<file path="src/rtl/hazard_unit_if.sv">
// hazard_unit_if: decode/execute hazard inputs and stall/flush controls for hazard_unit
interface hazard_unit_if #(parameter int CNT_W = 16);
  logic valid_dec, use_rn_dec, use_rm_dec, use_rs_dec;
  logic [3:0] rn_dec, rm_dec, rs_dec, rd_ex;
  logic valid_ex, load_ex, branch_taken_ex;
  logic sel_stall, branch_flush, en_pc, busy;
  logic [CNT_W-1:0] stall_cnt, flush_cnt;
  modport master (
    output valid_dec, rn_dec, rm_dec, rs_dec, use_rn_dec, use_rm_dec, use_rs_dec,
           valid_ex, load_ex, rd_ex, branch_taken_ex,
    input  sel_stall, branch_flush, en_pc, stall_cnt, flush_cnt, busy
  );
  modport slave (
    input  valid_dec, rn_dec, rm_dec, rs_dec, use_rn_dec, use_rm_dec, use_rs_dec,
           valid_ex, load_ex, rd_ex, branch_taken_ex,
    output sel_stall, branch_flush, en_pc, stall_cnt, flush_cnt, busy
  );
endinterface

</file>
<file path="src/rtl/hazard_unit.sv">
// hazard_unit: load-use bubble insertion, taken-branch flush and saturating event counters
module hazard_unit #(
  parameter int LOAD_LAT     = 1,
  parameter int FLUSH_CYCLES = 2,
  parameter int CNT_W        = 16
) (
  input  logic         clk,
  input  logic         rst_n,
  hazard_unit_if.slave h
);
  typedef enum logic [1:0] {RUN, STALL, FLUSH} state_t;
  state_t state, state_nx;
  logic [2:0] cnt, cnt_nx;
  logic [CNT_W-1:0] stall_q, flush_q;
  logic hz, stall, flush;
  assign hz = h.valid_dec & h.valid_ex & h.load_ex &
              ((h.use_rn_dec & (h.rn_dec == h.rd_ex)) |
               (h.use_rm_dec & (h.rm_dec == h.rd_ex)) |
               (h.use_rs_dec & (h.rs_dec == h.rd_ex)));
  // A taken branch wins in every state: the decode instruction is wrong-path.
  always_comb begin
    state_nx = state;
    cnt_nx   = cnt;
    stall    = 1'b0;
    flush    = 1'b0;
    if (h.branch_taken_ex) begin
      flush    = 1'b1;
      state_nx = (FLUSH_CYCLES > 1) ? FLUSH : RUN;
      cnt_nx   = 3'(FLUSH_CYCLES - 1);
    end else begin
      case (state)
        RUN: if (hz) begin
          stall    = 1'b1;
          state_nx = (LOAD_LAT > 1) ? STALL : RUN;
          cnt_nx   = 3'(LOAD_LAT - 1);
        end
        STALL: begin
          stall    = 1'b1;
          cnt_nx   = cnt - 3'd1;
          state_nx = (cnt == 3'd1) ? RUN : STALL;
        end
        FLUSH: begin
          flush    = 1'b1;
          cnt_nx   = cnt - 3'd1;
          state_nx = (cnt == 3'd1) ? RUN : FLUSH;
        end
        default: state_nx = RUN;
      endcase
    end
  end
  always_ff @(posedge clk) begin
    if (!rst_n) begin
      state   <= RUN;
      cnt     <= 3'd0;
      stall_q <= '0;
      flush_q <= '0;
    end else begin
      state   <= state_nx;
      cnt     <= cnt_nx;
      stall_q <= stall_q + CNT_W'(stall && !(&stall_q));
      flush_q <= flush_q + CNT_W'(flush && !(&flush_q));
    end
  end
  assign h.sel_stall    = stall;
  assign h.branch_flush = flush;
  assign h.en_pc        = ~stall;
  assign h.busy         = (state != RUN);
  assign h.stall_cnt    = stall_q;
  assign h.flush_cnt    = flush_q;
endmodule

</file>
<file path="src/flat_wrapper.sv">
// flat-port wrapper written by rule: the top's interface ports become plain ports
module hazard_unit_flat 
#(
  parameter int LOAD_LAT     = 1,
  parameter int FLUSH_CYCLES = 2,
  parameter int CNT_W        = 16
)
  (clk, rst_n, h_valid_dec, h_rn_dec, h_rm_dec, h_rs_dec, h_use_rn_dec, h_use_rm_dec, h_use_rs_dec, h_valid_ex, h_load_ex, h_rd_ex, h_branch_taken_ex, h_sel_stall, h_branch_flush, h_en_pc, h_stall_cnt, h_flush_cnt, h_busy);
  hazard_unit_if #(.CNT_W(CNT_W)) h_i ();
  input  logic clk;
  input  logic rst_n;
  input wire logic [$bits(h_i.valid_dec)-1:0] h_valid_dec;
  input wire logic [$bits(h_i.rn_dec)-1:0] h_rn_dec;
  input wire logic [$bits(h_i.rm_dec)-1:0] h_rm_dec;
  input wire logic [$bits(h_i.rs_dec)-1:0] h_rs_dec;
  input wire logic [$bits(h_i.use_rn_dec)-1:0] h_use_rn_dec;
  input wire logic [$bits(h_i.use_rm_dec)-1:0] h_use_rm_dec;
  input wire logic [$bits(h_i.use_rs_dec)-1:0] h_use_rs_dec;
  input wire logic [$bits(h_i.valid_ex)-1:0] h_valid_ex;
  input wire logic [$bits(h_i.load_ex)-1:0] h_load_ex;
  input wire logic [$bits(h_i.rd_ex)-1:0] h_rd_ex;
  input wire logic [$bits(h_i.branch_taken_ex)-1:0] h_branch_taken_ex;
  output wire logic [$bits(h_i.sel_stall)-1:0] h_sel_stall;
  output wire logic [$bits(h_i.branch_flush)-1:0] h_branch_flush;
  output wire logic [$bits(h_i.en_pc)-1:0] h_en_pc;
  output wire logic [$bits(h_i.stall_cnt)-1:0] h_stall_cnt;
  output wire logic [$bits(h_i.flush_cnt)-1:0] h_flush_cnt;
  output wire logic [$bits(h_i.busy)-1:0] h_busy;
  assign h_i.valid_dec = h_valid_dec;
  assign h_i.rn_dec = h_rn_dec;
  assign h_i.rm_dec = h_rm_dec;
  assign h_i.rs_dec = h_rs_dec;
  assign h_i.use_rn_dec = h_use_rn_dec;
  assign h_i.use_rm_dec = h_use_rm_dec;
  assign h_i.use_rs_dec = h_use_rs_dec;
  assign h_i.valid_ex = h_valid_ex;
  assign h_i.load_ex = h_load_ex;
  assign h_i.rd_ex = h_rd_ex;
  assign h_i.branch_taken_ex = h_branch_taken_ex;
  assign h_sel_stall = h_i.sel_stall;
  assign h_branch_flush = h_i.branch_flush;
  assign h_en_pc = h_i.en_pc;
  assign h_stall_cnt = h_i.stall_cnt;
  assign h_flush_cnt = h_i.flush_cnt;
  assign h_busy = h_i.busy;
  hazard_unit #(.LOAD_LAT(LOAD_LAT), .FLUSH_CYCLES(FLUSH_CYCLES), .CNT_W(CNT_W)) u_core (.clk(clk), .rst_n(rst_n), .h(h_i));
endmodule
</file>
<file path="config.mk">
export PLATFORM = sky130hd
export DESIGN_NAME = hazard_unit_flat
export DESIGN_NICKNAME = d
export VERILOG_FILES = /design/src/rtl/hazard_unit_if.sv /design/src/rtl/hazard_unit.sv /design/src/flat_wrapper.sv
export SDC_FILE = /design/constraint.sdc
export NUM_CORES = 1
export LEC_CHECK = 0
export BUFFER_PORTS_ARGS = -buffer_cell sky130_fd_sc_hd__buf_2
export CORE_MARGIN = 2
export CORE_UTILIZATION = 55
export CTS_BUF_LIST = sky130_fd_sc_hd__clkbuf_4
export CTS_CLUSTER_DIAMETER = 120
export DETAILED_ROUTE_END_ITERATION = 8
export GPL_TIMING_DRIVEN = 0
export PLACE_DENSITY = 0.82
export SLEW_MARGIN = 20
export SYNTH_ARGS = -nofsm -noshare
export SYNTH_HDL_FRONTEND = slang
export SYNTH_SLANG_ARGS = --single-unit
</file>
<file path="constraint.sdc">
create_clock -name clk -period 3.5 [get_ports clk]
set_clock_uncertainty 0.05 [all_clocks]
set_input_delay 0.35 -clock clk [delete_from_list [all_inputs] [get_ports clk]]
set_output_delay 0.35 -clock clk [all_outputs]
set_load 0.01 [all_outputs]
</file>
==> key figures, run 1 <==
Synthesis
  • EDFF count, synth: 0
  • Seq/Total Area, Yosys: 37.61%
  • Synth unique cells: 32
  • Syn Nets: 252
  • Synth async-reset ratio: 0%
  • Syn. warnings: 0
  • Seq cells post-synth: 37
  • Gate Count Post-Synth: 218
  • Synth Flop Type: dfxtp_1
  • Post-Syn Area per Cell: 9.034 um2
  • Count leader, synth: dfxtp_1
  • Cell Area, Synth: 1969 um2
  • Leading area contributor after synthesis: dfxtp_1
  • Ranking of synthesized cells by area: dfxtp_1 38%, xnor2_1 9.8%, and2_1 8.9%
  • Share of the synthesized area in the top cell type: 37.61%
  • Commonest cells in the netlist: 37 x dfxtp_1, 28 x and2_1, 22 x nand2_1, 22 x xnor2_1, 14 x xor2_1

STA
  • Final setup violation count: 0
  • Fmax: 0.3925 GHz
  • Post-route minimum period: 2.548 ns
  • Setup TNS: 0 ns
  • Final cycle utilization of the critical path: 72.79%
  • Fin. max-slew vios: 0
  • Hold Vio Cnt, Final: 0
  • RSZ-0062 raised after global routing: false
  • Measured slew at the worst slew-check pin: 0.4697 ns
  • Rel. slew slack: 68.58%

Pwr
  • Power density over the cells: 314.4 nW/um2
  • Pleak: 1.077 nW
  • Tot Pwr: 747.5 uW
  • Maximum vdd drop: 0.2021 mV

Layout
  • Antenna Cells: 0
  • Fraction of layout cells with a size suffix above 1: 26.67%
  • Util after Layout: 70.14%
  • Finished Layout Cells: 331
  • Post-route cell area: 2377 um2
  • Area Growth Syn to Fin: 20.71%
  • Nets@finish: 318

Critical path
  • CP max FO: 5
  • Slowest stage delay, CP: 0.43 ns
  • Critical Path AT: 2.78 ns
  • Crit. End Element: register
  • Setup crit start: h_rd_ex[3]
  • Top Family by Delay on Critical Path: simple AND/OR/NAND/NOR gates
  • Crit Path Category: in -> reg
  • Required @ worst endpoint: 3.73 ns
  • Buf/Inv on CP: 1
  • Most frequent CP cell: ha_1
  • Max stage delay cell, worst path: nor4_2
  • Worst-path cell chain: buf_2 > xor2_1 > nor4_2 > o311a_2 > o21bai_1 > nor2_1 > ha_1 > ha_1 > nand3_1 > or3_1 > a21boi_0
  • Launch point of the worst reg-to-reg path: u_core.h.flush_cnt[4]
  • Startpoint Class: primary input

Die
  • Initial Util: 58.10%
  • Row count: 21
  • Die width: 63.84 um
  • Placeable Area: 3390 um2
  • IO Pins: 61
  • Die ar.: 4076 um2
  • Die Height: 63.84 um

Route
  • DRC: 0
  • DR WL/cell: 11.84 um
  • Detailed-route wire length: 3918 um
  • Post-DRT Antenna Nets: 0
  • Drt first-iter violations: 60
  • Via count: 1706
  • TritonRoute pass-1 iters: 4
  • Via density per instance: 5.154

Placement
  • GP Congestion: 0.8151
  • I/O Buffers: 59
  • Cell Area, Placed: 2322 um2
  • # placed instances: 323
  • DP Wirelength: 3093 um

Global route
  • Initial antenna violation count: 0
  • First-pass GRT wire length: 6941 um
  • Largest net degree at the start of global routing: 13
  • Total congestion overflow: 0
  • Tot GR Track Use: 21.56%
  • Vias in the first global route: 1634

Worst hold path
  • Hold_sp: h_branch_taken_ex
  • Worst Hold Class: in -> reg

Clocking
  • Post-CTS setup buffer count: 0
  • Root Buffer: clkbuf_4
  • Hold_buf cts: 0
  • CTS tree: done
  • Clock-pin slew of the registers on the worst-case setup and hold paths: 0.11 ns
  • Resize count post-CTS: 0
  • CTS Buf Count: 5
  • Deepest clock path buffer count: 2
  • Clock sinks: 37
  • Clk Latency, worst-skew pair: 0.34 ns
  • H-tree Lvls: 2

Job
  • Max Cap Viol: 0

Status
  • Outcome: completed
## tightest hold or removal path, cell delays in order
cell and delay, ns:
buf_2 0.13, nand2_1 0.07, o211ai_1 0.08
## cell usage in the layout (no fill, tap or decap), types with 2 or more instances in the layout
cell,synthesis,final
a21boi_0,6,6
and2_1,28,28
and3_1,6,6
and4_1,3,3
buf_2,0,59
clkbuf_1,4,4
clkbuf_4,0,5
clkinv_2,0,2
dfxtp_1,37,37
ha_1,9,9
inv_1,8,8
nand2_1,22,22
nand2b_1,2,2
nand3_1,13,13
nand3b_1,2,2
nand4_1,5,5
nor2_1,9,9
nor2b_1,2,2
nor3_1,2,2
nor4_2,3,3
o21ai_0,5,5
or2_2,2,2
or3_1,4,4
xnor2_1,22,22
xor2_1,14,14
## power breakdown
| part | internal (mW) | switching (mW) | total (mW) |
|---|---|---|---|
| logic | 0.0434 | 0.0480 | 0.0915 |
| registers | 0.428 | 0.00710 | 0.435 |
| clock network | 0.0757 | 0.145 | 0.221 |
## sequential cells by signal (all words and copies together), names as in the netlist
| signal | flops |
|---|---|
| u_core.cnt | 3 |
| u_core.h.flush_cnt | 16 |
| u_core.state | 2 |
| u_core.h.stall_cnt | 16 |
## cell type report
cell class	instances	area [um2]
repair buffers	59	295.3
flip-flops and latches	37	740.7
clock buffers	5	37.54
multi-input cells	169	1184
fillers	299	1012
clock inverters	3	17.52
plain buffers	4	15.01
well taps	46	57.56
inverters	8	30.03
## final timing paths
path                            end  slack, ns  depth (start not counted)
max          u_core.h.stall_cnt[12]       0.95                         11
min                   u_core.cnt[0]       0.26                          3
max reg2reg  u_core.h.flush_cnt[14]       1.06                         10
min reg2reg           u_core.cnt[1]       0.43                          2
## kinds of logic after synthesis
group / share of synthesized area (%)
xor+xnor: 16.01
compound gates: 8.006
buf+inv: 2.287
fa+ha+maj: 5.718
flops: 37.61
simple gates: 30.37
## stage by stage
| step | worst slack, ns | hold slack (ns) |
|---|---|---|
| floorplan | 0.9955 | 0.3962 |
| global route | 0.7514 | 0.2890 |
| global placement | 0.6009 | 0.4063 |
| detailed placement | 0.5796 | 0.4188 |
| CTS | 0.9393 | 0.2507 |
| finish | 0.9524 | 0.2613 |
## layer usage
layer / share of wire [%] / track usage [%] / routed length, um
met3: 4.4 / 5.810 / 173
met4: 2.3 / 8.424 / 90
met5: 0 / 0 / 0
met2: 49 / 37.76 / 1924
met1: 44 / 24.75 / 1729
(Power assumes the default switching activity.)
==> inputs of run 2 (changes only) <==
- CORE_UTILIZATION: 55 -> 53
- PLACE_DENSITY: 0.82 -> 0.79
- clock period: 3.5 -> 2.6 ns (I/O delays scaled with it)
==> key figures, run 2 (same netlist as run 1, synthesis figures left out) <==
Clocking
  • Clock-pin slew of the registers on the worst-case setup and hold paths: 0.13 ns
  • CTS tree: done
  • Clock sinks: 37
  • Hold_buf cts: 0
  • H-tree Lvls: 2
  • Root Buffer: clkbuf_4
  • Deepest clock path buffer count: 2
  • Clk Latency, worst-skew pair: 0.35 ns
  • CTS Buf Count: 5

Layout
  • Commonest non-fill, non-tap cell in the layout: buf_2
  • Finished Layout Cells: 333
  • Fillers: 316
  • Multi-input logic area: 1209 um2
  • FF/Latch Area: 740.7 um2
  • Area Growth Syn to Fin: 24.71%
  • Nets@finish: 318
  • Most frequent cells in the layout: 59 x buf_2, 37 x dfxtp_1, 28 x and2_1
  • Antenna Cells: 0
  • Fraction of layout cells with a size suffix above 1: 27.37%

Global route
  • Largest net degree at the start of global routing: 14
  • Total congestion overflow: 0
  • Initial antenna violation count: 0
  • Tot GR Track Use: 20.97%
  • Vias in the first global route: 1669
  • First-pass GRT wire length: 6989 um

Status
  • Outcome: completed

Critical path
  • Most frequent CP cell: ha_1
  • End point of the critical path: u_core.h.flush_cnt[14]
  • Max stage delay cell, worst path: dfxtp_1
  • Setup crit start: u_core.h.flush_cnt[4]
  • Crit path depth: 10
  • Required @ worst endpoint: 2.80 ns
  • Buf/Inv on CP: 0
  • Launch point of the worst reg-to-reg path: u_core.h.flush_cnt[4]
  • Crit Path Category: reg -> reg
  • Top Family by Delay on Critical Path: simple AND/OR/NAND/NOR gates
  • Startpoint Class: register
  • CP max FO: 6
  • R2r worst-path depth: 10
  • Slack of the worst reg-to-reg path: 0.17 ns
  • Slowest stage delay, CP: 0.44 ns
  • Crit. End Element: register
  • Critical Path AT: 2.62 ns
  • Worst-path cell chain: and4_1 > nand3_2 > o31a_1 > ha_1 > ha_1 > nand3_1 > or2_2 > nor2_1 > xor2_1 > and2_1
  • R2R Path End: u_core.h.flush_cnt[14]

Route
  • TritonRoute pass-1 iters: 4
  • Via density per instance: 5.099
  • DR WL/cell: 11.97 um
  • Drt first-iter violations: 54
  • Post-DRT Antenna Nets: 0
  • Via count: 1698
  • DRC: 0
  • Detailed-route wire length: 3986 um

Die
  • Die Height: 64.96 um
  • Placeable Area: 3606 um2
  • Row count: 22
  • Die width: 64.96 um
  • Initial Util: 54.61%
  • IO Pins: 61
  • Die ar.: 4219 um2

STA
  • Measured slew at the worst slew-check pin: 0.5013 ns
  • Hold Vio Cnt, Final: 0
  • Rel. slew slack: 66.47%
  • Post-route minimum period: 2.427 ns
  • PnR worst setup slack: 0.1732 ns
  • Final cycle utilization of the critical path: 93.34%
  • Fmax: 0.4121 GHz
  • Fin. max-slew vios: 0
  • Final setup violation count: 0

Placement
  • DP Wirelength: 3063 um
  • Setup WS pre-CTS: -0.2982 ns
  • I/O Buffers: 59
  • # placed instances: 325
  • GP Congestion: 0.7719

Pwr
  • Pleak: 1.102 nW
  • Tot Pwr: 1.228 mW
  • Maximum vdd drop: 0.3014 mV
  • Power density over the cells: 500.0 nW/um2

Job
  • Max Cap Viol: 0

Worst hold path
  • Worst Hold Class: in -> reg
## run 2: power by group
group          switching, mW  internal [mW]  total (mW)
clock network          0.210          0.303       0.512
logic                 0.0703         0.0590       0.129
registers            0.00963          0.577       0.586
total                  0.290          0.938        1.23
## run 2: area by class of cell
type | count | area share [%]
Multi-Input combinational cell | 169 | 49.21
Sequential cell | 37 | 30.16
Timing Repair Buffer | 59 | 12.02
Clock inverter | 3 | 2.802
Tap cell | 48 | 2.445
Clock buffer | 5 | 1.528
Inverter | 8 | 1.223
Buffer | 4 | 0.6113
## run 2: timing repair
action | in CTS | in global routing
buffers inserted | 0 | 0
gates resized for setup | 0 | 4
setup endpoints to repair | 0 | 2
endpoints found under the hold margin | 0 | 0
## run 2: through the flow
step / util, % / setup TNS, ns / hold slack [ns] / instance area [um2]
floorplan: - / 0 / 0.3362 / 1969
global placement: 64.47 / -0.5406 / 0.4093 / 2325
detailed placement: 64.47 / -0.6738 / 0.4228 / 2325
CTS: 67.42 / 0 / 0.1481 / 2431
global route: 68.11 / -0.004925 / 0.1478 / 2456
finish: 68.11 / 0 / 0.1608 / 2456
## run 2: worst reg2reg max path: stages, from the launching register on
cell	delay [ns]
dfxtp_1	0.44
and4_1	0.30
nand3_2	0.12
o31a_1	0.31
ha_1	0.21
ha_1	0.22
nand3_1	0.16
or2_2	0.18
nor2_1	0.05
xor2_1	0.13
and2_1	0.15
## run 2: routing by layer
metal / track usage [%] / part of all wire (%) / up-vias
met5: 0 / 0 / -
met4: 7.181 / 1.5 / 0
met3: 4.340 / 4.5 / 7
met2: 36.21 / 48 / 39
met1: 25.75 / 46 / 785
li1: - / - / 867
## run 2: how the worst min path moves through the flow
stage	startpoint	to	slack, ns	cells past startpoint
after global routing	h_branch_taken_ex	u_core.cnt[0]	0.15	3
after floorplan	h_branch_taken_ex	u_core.cnt[0]	0.34	2
after global placement	u_core.cnt[1]	u_core.cnt[1]	0.41	2
after CTS	h_branch_taken_ex	u_core.cnt[0]	0.15	3
after detailed placement	u_core.cnt[2]	u_core.cnt[2]	0.42	2
final	h_branch_taken_ex	u_core.cnt[0]	0.16	3
==> inputs of run 3 (changes only) <==
- SETUP_SLACK_MARGIN: unset -> 0.5
==> key figures, run 3 (same netlist as run 1, synthesis figures left out) <==
Layout
  • FF/Latch Area: 762.0 um2
  • Fillers: 303
  • Multi-input logic area: 1351 um2
  • Finished Layout Cells: 344
  • Area Growth Syn to Fin: 34.75%
  • Most frequent cells in the layout: 58 x buf_2, 28 x and2_1, 26 x dfxtp_1
  • Fraction of layout cells with a size suffix above 1: 39.53%
  • Antenna Cells: 0
  • Nets@finish: 329
  • Commonest non-fill, non-tap cell in the layout: buf_2

Critical path
  • R2r worst-path depth: 10
  • Critical Path AT: 2.31 ns
  • Crit. End Element: register
  • Crit Path Category: reg -> reg
  • Slack of the worst reg-to-reg path: 0.49 ns
  • Startpoint Class: register
  • CP max FO: 4
  • Launch point of the worst reg-to-reg path: u_core.h.flush_cnt[11]
  • Required @ worst endpoint: 2.80 ns
  • R2R Path End: u_core.h.flush_cnt[14]

Die
  • IO Pins: 61
  • Initial Util: 54.61%
  • Die ar.: 4219 um2
  • Die Height: 64.96 um
  • Row count: 22
  • Die width: 64.96 um
  • Placeable Area: 3606 um2

Route
  • Drt first-iter violations: 56
  • Via density per instance: 5.102
  • DR WL/cell: 12.87 um
  • Detailed-route wire length: 4428 um
  • DRC: 0
  • Via count: 1755
  • Post-DRT Antenna Nets: 0
  • TritonRoute pass-1 iters: 4

STA
  • Worst Hold Slack: 0.1716 ns
  • Setup TNS: 0 ns
  • Fmax: 0.4735 GHz
  • Fin. max-slew vios: 0
  • Measured slew at the worst slew-check pin: 0.4860 ns
  • RSZ-0062 raised after global routing: true
  • Final cycle utilization of the critical path: 81.23%
  • Rel. slew slack: 67.49%
  • Hold Vio Cnt, Final: 0
  • Final setup violation count: 0
  • Post-route minimum period: 2.112 ns

Placement
  • # placed instances: 325
  • I/O Buffers: 59
  • GP Congestion: 0.7913
  • DP Wirelength: 3215 um

Worst hold path
  • Hold_sp: h_branch_taken_ex
  • Hold Path Sink: u_core.cnt[0]
  • Worst Hold Class: in -> reg
  • Worst Hold Depth: 3

Global route
  • Total congestion overflow: 0
  • First-pass GRT wire length: 7265 um
  • Largest net degree at the start of global routing: 13
  • Met3 Use GR: 6.076%
  • Top Usage Layer GRT: met2
  • Vias in the first global route: 1610
  • Tot GR Track Use: 21.97%
  • Initial antenna violation count: 0
  • Met1 GRT Util: 27.11%
  • GR met2 Demand/Resource: 36.98%

Status
  • Outcome: completed

Clocking
  • Hold_buf cts: 0
  • Deepest clock path buffer count: 2
  • CTS tree: done
  • Clock-pin slew of the registers on the worst-case setup and hold paths: 0.11 ns
  • Clock sinks: 37
  • H-tree Lvls: 2
  • Root Buffer: clkbuf_4
  • CTS Buf Count: 5
  • Clk Latency, worst-skew pair: 0.35 ns

Job
  • Max Cap Viol: 0

Pwr
  • Maximum vdd drop: 0.2485 mV
  • Power density over the cells: 390.4 nW/um2
  • Pleak: 1.154 nW
  • Tot Pwr: 1.036 mW
run 3: area by class of cell:
| class | count | area share [%] |
|---|---|---|
| flip-flops and latches | 37 | 28.71 |
| repair buffers | 70 | 14.33 |
| well taps | 48 | 2.263 |
| clock buffers | 5 | 1.414 |
| inverters | 8 | 1.132 |
| multi-input cells | 169 | 50.92 |
| clock inverters | 3 | 0.6601 |
| plain buffers | 4 | 0.5658 |
run 3: what timing repair did:
action | in CTS | in global routing
gates resized for setup | 11 | 18
pin swaps | 3 | 7
buffers inserted | 5 | 6
setup endpoints to repair | 7 | 13
cloned | 0 | 0
run 3: how the worst max path moves through the flow:
stage,endpoint,startpoint
after global routing,u_core.h.flush_cnt[14],u_core.h.flush_cnt[11]
after floorplan,u_core.h.stall_cnt[12],h_rd_ex[1]
after global placement,u_core.h.stall_cnt[14],h_rd_ex[2]
after detailed placement,u_core.h.stall_cnt[12],h_rd_ex[2]
final,u_core.h.flush_cnt[14],u_core.h.flush_cnt[11]
after CTS,u_core.h.flush_cnt[14],u_core.state[0]
run 3: through the flow:
stage | worst slack (ns) | area [um2] | utilization (%)
after floorplan | 0.3723 | 2061 | -
after global placement | 0.1143 | 2416 | 67.00
after detailed placement | 0.07607 | 2416 | 67.00
after CTS | 0.4952 | 2545 | 70.58
after global routing | 0.4045 | 2654 | 73.59
final | 0.4879 | 2654 | 73.59
run 3: per-layer routing:
metal	share of wire (%)	routed length [um]
met1	44	1951
met3	3.9	171
met5	0	0
met4	1.3	58
met2	51	2247
run 3: power by group:
part | internal (mW) | switching (mW)
logic | 0.0733 | 0.0786
clock network | 0.102 | 0.197
registers | 0.573 | 0.0119
total | 0.748 | 0.288
run 3: worst max-delay path, stage by stage, from the launching register on:
cell	delay (ns)
dfxtp_2	0.38
and3_4	0.20
nand3_1	0.13
o31a_1	0.33
ha_2	0.20
ha_4	0.17
nand3_4	0.09
or2_4	0.15
nor2_4	0.03
xor2_1	0.13
and2_1	0.15
